### src/rtl/sort_chain_pkg.sv
// Shared types and defaults for the sort_chain insertion sorter.
// Optional tag storage is enabled by defining SORT_CHAIN_TAG_EN.
package sort_chain_pkg;

  localparam int DEFAULT_DATA_W = 10;
  localparam int DEFAULT_DEPTH  = 16;

  typedef enum logic {
    FILL,
    DRAIN
  } state_t;

  typedef enum logic [2:0] {
    HOLD,
    LOAD_NEW,
    LOAD_ABOVE,
    LOAD_BELOW,
    EMPTY
  } cell_ctrl_t;

endpackage

### src/rtl/sort_cell.sv
// One stage of the sort chain: holds a valid bit, a value and (with SORT_CHAIN_TAG_EN) a tag.
// Reports whether the incoming sample beats the held value; an empty cell always loses.
module sort_cell
  import sort_chain_pkg::*;
#(
  parameter int DATA_W = DEFAULT_DATA_W
`ifdef SORT_CHAIN_TAG_EN
  ,
  parameter int TAG_W = 8
`endif
) (
  input  logic              clk,
  input  logic              reset,
  input  cell_ctrl_t        ctrl,
  input  logic [DATA_W-1:0] new_data,
  input  logic              above_valid,
  input  logic [DATA_W-1:0] above_data,
  input  logic              below_valid,
  input  logic [DATA_W-1:0] below_data,
`ifdef SORT_CHAIN_TAG_EN
  input  logic [TAG_W-1:0]  new_tag,
  input  logic [TAG_W-1:0]  above_tag,
  input  logic [TAG_W-1:0]  below_tag,
  output logic [TAG_W-1:0]  tag,
`endif
  output logic              valid,
  output logic [DATA_W-1:0] data,
  output logic              gt
);

  logic              valid_reg;
  logic [DATA_W-1:0] data_reg;

  // Strict compare keeps equal values in arrival order.
  assign gt    = !valid_reg || (new_data > data_reg);
  assign valid = valid_reg;
  assign data  = data_reg;

  always_ff @(posedge clk) begin
    if (reset) begin
      valid_reg <= 1'b0;
      data_reg  <= '0;
    end else begin
      case (ctrl)
        LOAD_NEW: begin
          valid_reg <= 1'b1;
          data_reg  <= new_data;
        end
        LOAD_ABOVE: begin
          valid_reg <= above_valid;
          data_reg  <= above_data;
        end
        LOAD_BELOW: begin
          valid_reg <= below_valid;
          data_reg  <= below_data;
        end
        EMPTY: begin
          valid_reg <= 1'b0;
          data_reg  <= '0;
        end
        default: ;
      endcase
    end
  end

`ifdef SORT_CHAIN_TAG_EN
  logic [TAG_W-1:0] tag_reg;
  assign tag = tag_reg;

  always_ff @(posedge clk) begin
    if (reset) begin
      tag_reg <= '0;
    end else begin
      case (ctrl)
        LOAD_NEW:   tag_reg <= new_tag;
        LOAD_ABOVE: tag_reg <= above_tag;
        LOAD_BELOW: tag_reg <= below_tag;
        EMPTY:      tag_reg <= '0;
        default:    ;
      endcase
    end
  end
`endif

endmodule

### src/rtl/sort_chain.sv
// Systolic insertion sorter keeping the DEPTH largest samples of a burst, drained largest-first.
// Define SORT_CHAIN_TAG_EN to carry a per-sample tag alongside each value.
module sort_chain
  import sort_chain_pkg::*;
#(
  parameter int DATA_W = DEFAULT_DATA_W,
  parameter int DEPTH  = DEFAULT_DEPTH,
`ifdef SORT_CHAIN_TAG_EN
  parameter int TAG_W  = 8,
`endif
  parameter int CNT_W  = $clog2(DEPTH + 1)
) (
  input  logic              clk,
  input  logic              reset,
  input  logic              clear,
  input  logic              in_valid,
  output logic              in_ready,
  input  logic [DATA_W-1:0] in_data,
  input  logic              in_last,
`ifdef SORT_CHAIN_TAG_EN
  input  logic [TAG_W-1:0]  in_tag,
  output logic [TAG_W-1:0]  out_tag,
`endif
  output logic              out_valid,
  input  logic              out_ready,
  output logic [DATA_W-1:0] out_data,
  output logic              out_last,
  output logic [CNT_W-1:0]  count,
  output logic              busy
);

  localparam logic [CNT_W-1:0] FULL = CNT_W'(DEPTH);
  localparam logic [CNT_W-1:0] ONE  = CNT_W'(1);

  state_t           state_reg, state_next;
  logic [CNT_W-1:0] count_reg, count_next;

  logic [DEPTH-1:0]  gt;
  logic [DEPTH-1:0]  vld;
  logic [DATA_W-1:0] dat [DEPTH];
`ifdef SORT_CHAIN_TAG_EN
  logic [TAG_W-1:0]  tg  [DEPTH];
`endif

  logic accept;
  logic pop;

  assign in_ready  = (state_reg == FILL) && !reset;
  assign accept    = in_valid && in_ready;
  assign out_valid = (state_reg == DRAIN) && (count_reg != '0);
  assign pop       = out_valid && out_ready;
  assign out_data  = out_valid ? dat[0] : '0;
  assign out_last  = out_valid && (count_reg == ONE);
  assign count     = count_reg;
  assign busy      = (state_reg == DRAIN);
`ifdef SORT_CHAIN_TAG_EN
  assign out_tag   = out_valid ? tg[0] : '0;
`endif

  always_comb begin
    state_next = state_reg;
    count_next = count_reg;
    if (clear) begin
      state_next = FILL;
      count_next = '0;
    end else if (accept) begin
      if (in_last) state_next = DRAIN;
      // A full chain discards its tail, so occupancy saturates.
      if (count_reg != FULL) count_next = count_reg + ONE;
    end else if (pop) begin
      count_next = count_reg - ONE;
      if (count_reg == ONE) state_next = FILL;
    end
  end

  always_ff @(posedge clk) begin
    if (reset) begin
      state_reg <= FILL;
      count_reg <= '0;
    end else begin
      state_reg <= state_next;
      count_reg <= count_next;
    end
  end

  generate
    for (genvar gi = 0; gi < DEPTH; gi++) begin : g_cell
      cell_ctrl_t        ctrl;
      logic              gt_above;
      logic              above_valid, below_valid;
      logic [DATA_W-1:0] above_data, below_data;
`ifdef SORT_CHAIN_TAG_EN
      logic [TAG_W-1:0]  above_tag, below_tag;
`endif

      if (gi == 0) begin : g_top
        assign gt_above    = 1'b0;
        assign above_valid = 1'b0;
        assign above_data  = '0;
`ifdef SORT_CHAIN_TAG_EN
        assign above_tag   = '0;
`endif
      end else begin : g_mid_above
        assign gt_above    = gt[gi-1];
        assign above_valid = vld[gi-1];
        assign above_data  = dat[gi-1];
`ifdef SORT_CHAIN_TAG_EN
        assign above_tag   = tg[gi-1];
`endif
      end

      // The tail cell pulls in an empty slot while draining.
      if (gi == DEPTH - 1) begin : g_tail
        assign below_valid = 1'b0;
        assign below_data  = '0;
`ifdef SORT_CHAIN_TAG_EN
        assign below_tag   = '0;
`endif
      end else begin : g_mid_below
        assign below_valid = vld[gi+1];
        assign below_data  = dat[gi+1];
`ifdef SORT_CHAIN_TAG_EN
        assign below_tag   = tg[gi+1];
`endif
      end

      always_comb begin
        ctrl = HOLD;
        if (clear) begin
          ctrl = EMPTY;
        end else if (accept) begin
          if (gt_above)    ctrl = LOAD_ABOVE;
          else if (gt[gi]) ctrl = LOAD_NEW;
        end else if (pop) begin
          ctrl = LOAD_BELOW;
        end
      end

      sort_cell #(
        .DATA_W(DATA_W)
`ifdef SORT_CHAIN_TAG_EN
        ,
        .TAG_W(TAG_W)
`endif
      ) u_cell (
        .clk        (clk),
        .reset      (reset),
        .ctrl       (ctrl),
        .new_data   (in_data),
        .above_valid(above_valid),
        .above_data (above_data),
        .below_valid(below_valid),
        .below_data (below_data),
`ifdef SORT_CHAIN_TAG_EN
        .new_tag    (in_tag),
        .above_tag  (above_tag),
        .below_tag  (below_tag),
        .tag        (tg[gi]),
`endif
        .valid      (vld[gi]),
        .data       (dat[gi]),
        .gt         (gt[gi])
      );
    end
  endgenerate

endmodule

### config.mk
export PLATFORM = sky130hd
export DESIGN_NAME = sort_chain
export DESIGN_NICKNAME = d
export VERILOG_FILES = /design/src/rtl/sort_chain_pkg.sv /design/src/rtl/sort_cell.sv /design/src/rtl/sort_chain.sv
export SDC_FILE = /design/constraint.sdc
export NUM_CORES = 1
export LEC_CHECK = 0
export BUFFER_PORTS_ARGS = -buffer_cell sky130_fd_sc_hd__buf_2
export CELL_PAD_IN_SITES_DETAIL_PLACEMENT = 0
export CELL_PAD_IN_SITES_GLOBAL_PLACEMENT = 1
export CORE_MARGIN = 3
export CORE_UTILIZATION = 37
export CTS_CLUSTER_SIZE = 24
export DETAILED_ROUTE_END_ITERATION = 6
export PLACE_DENSITY = 0.64
export SYNTH_ARGS = -nofsm -noshare
export SYNTH_HDL_FRONTEND = slang
export SYNTH_SLANG_ARGS = --single-unit
### constraint.sdc
create_clock -name clk -period 3.73 [get_ports clk]
set_input_delay 0.746 -clock clk [delete_from_list [all_inputs] [get_ports clk]]
set_output_delay 0.746 -clock clk [all_outputs]
set_load 0.005 [all_outputs]
==> impl_metrics.json <==
{
  "grt.overflow.total": 0,
  "report.final.slew_viol_count": 0,
  "seqPwrFrac_pct": 41.9,
  "dieArea_um2": 39190,
  "core_area_um2": 35910,
  "syn_inst": 1620,
  "via_count": 13510,
  "start_util_pct": 37.96,
  "rsz0062_at_grt": "no",
  "final_core_util_pct": 42.88,
  "numCtsBuffers": 17,
  "drv_cap": 0,
  "peakVddDrop_mv": 0.2993,
  "cpPeakStageDelay_ns": 0.68,
  "p_sw_mw": 1.427,
  "syn_nets": 1799,
  "drc": 0,
  "place_area_um2": 14780,
  "power_density_nw_per_um2": 314.9,
  "layout-drive-gt1-share_pct": 12.62,
  "crit_chain": "inv_1 > ha_1 > or4b_4 > nand2_1 > inv_2 > nand2_8 > nor2_4 > buf_4 > a22oi_1 > or3_1 > o221ai_1",
  "slew_headroom_pct": 32.72,
  "antenna_left": 0,
  "grt_pass1_wl_um": 81280,
  "whs_ns": 0.5092,
  "worst_setup_path_start_kind": "flip-flop",
  "ys_ff_latch": 182,
  "final_cell_area_um2": 15400,
  "finalWirelength_um": 52540,
  "syn_to_final_growth_pct": 12.94,
  "layout.nets": 1840,
  "largest_reg_flops": 160,
  "post-cts-setup-buffer-count": 0,
  "min_period_ns": 3.268,
  "pre_cts_ws_ns": 0.1201,
  "fin_skew_ns": 0.01210,
  "power_frac_comb_pct": 16.3,
  "syn_avg_cell_area_um2": 8.416,
  "worst_pin_slew_ns": 1.009,
  "swShare_pct": 29.44,
  "period_share_pct": 87.61,
  "top_level_ports": 35,
  "cts_tree": "built",
  "critPathKind": "reg2reg",
  "rows": 69,
  "power_mw": 4.848,
  "synth_edf_count": 0,
  "cts_num_sinks": 182,
  "grt_max_degree": 90,
  "vias_per_cell": 6.334,
  "multi_input_area_um2": 8765,
  "cts_buffer_depth": 2,
  "placedCellCount": 2103,
  "ctsHoldBuffers": 0,
  "internal-power_mw": 3.421,
  "synthFlopType": "dfxtp_1",
  "use_met2_pct": 42.58,
  "synth_compound_area_share_pct": 31.56,
  "grt_util_met3_pct": 4.169,
  "synth_xor_area_share_pct": 0.3212,
  "pwr-share-clk_pct": 41.8,
  "yosysWarnings": 0,
  "register_area_um2": 3643,
  "clkTransAtPathRegs_ns": 0.08,
  "root_buffer": "clkbuf_16",
  "min_path_type": "reg2reg",
  "synth_top_family_by_area": "compound AO/OA/AOI/OAI gates",
  "cpMaxStageDelayCell": "nor2_4",
  "synth_area_um2": 13630,
  "insertion_delay_ns": 0.45,
  "status": "finished clean",
  "antenna_cells": 0,
  "yosysUniqueCellTypes": 87,
  "fin_cells": 2133,
  "grt.total_usage_pct": 26.92,
  "post-dp-hpwl_um": 38150,
  "wl_per_cell_um": 24.63,
  "portBuffers": 34,
  "drt_iter0_drc": 1196,
  "top_usage_layer": "met2",
  "cts_resized": 0,
  "gr-usage-met1_pct": 37.76,
  "arrival_ns": 3.65,
  "die_x_um": 198.0,
  "htreeDepth": 4,
  "ys_seq_area_share_pct": 26.72,
  "gp_congestion": 0.8634,
  "grt_pass1_vias": 12940,
  "synth-simple-area-share_pct": 14.86,
  "setup_tns_ns": 0,
  "synth_fa_ha_area_share_pct": 14.96,
  "dr.pass1.iters": 7,
  "muxShareOfSynthArea_pct": 2.496,
  "setup_violations": 0,
  "setup_slack_ns": 0.4620,
  "leakage_nw": 5.545,
  "finalHoldViolations": 0,
  "cp.required_ns": 4.11,
  "die_h_um": 198.0,
  "fmax_ghz": 0.3060,
  "fillers": 3590,
  "synthArstFlopShare_pct": 0,
  "path_max_fanout": 24,
  "endpoint_kind": "flip-flop",
  "antenna_found_initial": 0,
  "r2r_slack_ns": 0.46
}
==> cell usage after synthesis, drive strengths merged, types with 24 or more instances <==
cell      n  area share [%]
ha      163              15
nand3    27            0.99
nor2     72             2.2
mux2i    34             2.5
or3      32             1.5
dfxtp   182              27
buf      52             2.3
o21ai    44             1.7
a221oi   27             1.7
a222oi   24             1.8
a22oi    61             3.4
nor3     36             1.5
a21o     27             1.5
a211oi   55             3.4
o221ai   36             2.3
nand4    40             1.8
nand2   109             3.2
a21oi    81             3.1
clkbuf   57             1.6
inv     191             5.3
==> critical path, delay by kind of cell, from the launching register on <==
kind            cells  cell delay, ns
buf+inv             3            0.68
fa+ha+maj           1            0.25
simple gates        5            1.63
flops               1            0.42
compound gates      2            0.19
==> area by class of cell <==
class                           instances  share of cell area, %
Tap cell                              461                  3.746
Inverter                              191                  4.656
Timing Repair Buffer                  131                  6.988
Sequential cell                       182                  23.66
Clock buffer                           21                  3.055
Multi-Input combinational cell       1138                  56.92
Clock inverter                          9                 0.9751
==> per-layer routing <==
metal / routed length [µm] / vias to the layer above / part of all wire, %
met4: 1436 / 0 / 2.7
met1: 24060 / 6674 / 46
li1: - / 6298 / -
met5: 0 / - / 0
met2: 23890 / 449 / 45
met3: 3160 / 90 / 6.0
==> logic make-up after synthesis <==
family | after synthesis
AOI/OAI and AO/OA | 549
and+or+nand+nor | 387
buffers and inverters | 300
DFF | 182
adders and majority gates | 163
muxes | 34
xor gates and xnor gates | 5
==> layout by cell type, fill, tap and decap left out, types with 6 or more instances in the layout <==
master,count
a211oi_1,47
a211oi_2,6
a21o_1,26
a21oi_1,78
a221o_1,20
a221oi_1,27
a222oi_1,24
a22o_1,12
a22oi_1,61
a311o_1,11
a311oi_1,10
a31oi_1,14
a32o_1,11
a32oi_1,23
buf_12,14
buf_2,33
buf_4,84
clkbuf_16,17
dfxtp_1,182
ha_1,163
inv_1,189
mux2i_1,34
nand2_1,105
nand2b_1,18
nand3_1,27
nand4_1,40
nor2_1,67
nor2b_1,8
nor3_1,32
nor4_1,23
o211ai_1,10
o21a_1,11
o21ai_0,33
o21ai_1,7
o221ai_1,36
o22ai_1,20
o2bb2ai_1,11
o41ai_1,9
or3_1,32
==> power groups by stage <==
| stage | combinational (mW) | clock [mW] | sequential [mW] |
|---|---|---|---|
| after global placement | 0.764 | 0 | 2.08 |
| after floorplan | 0.464 | 0 | 2.05 |
| after CTS | 0.781 | 2.06 | 2.03 |
| final | 0.790 | 2.03 | 2.03 |
| after global routing | 0.870 | 2.13 | 2.03 |
| after detailed placement | 0.777 | 0 | 2.07 |
==> final timing paths <==
path / startpoint / endpoint / cells past startpoint
min reg2reg: g_cell[11].u_cell.valid / g_cell[11].u_cell.valid / 2
max reg2reg: count[0] / g_cell[5].u_cell.data[4] / 11
min: g_cell[11].u_cell.valid / g_cell[11].u_cell.valid / 2
max: count[0] / g_cell[5].u_cell.data[4] / 11
No activity file was read; power rests on OpenSTA's default activity.
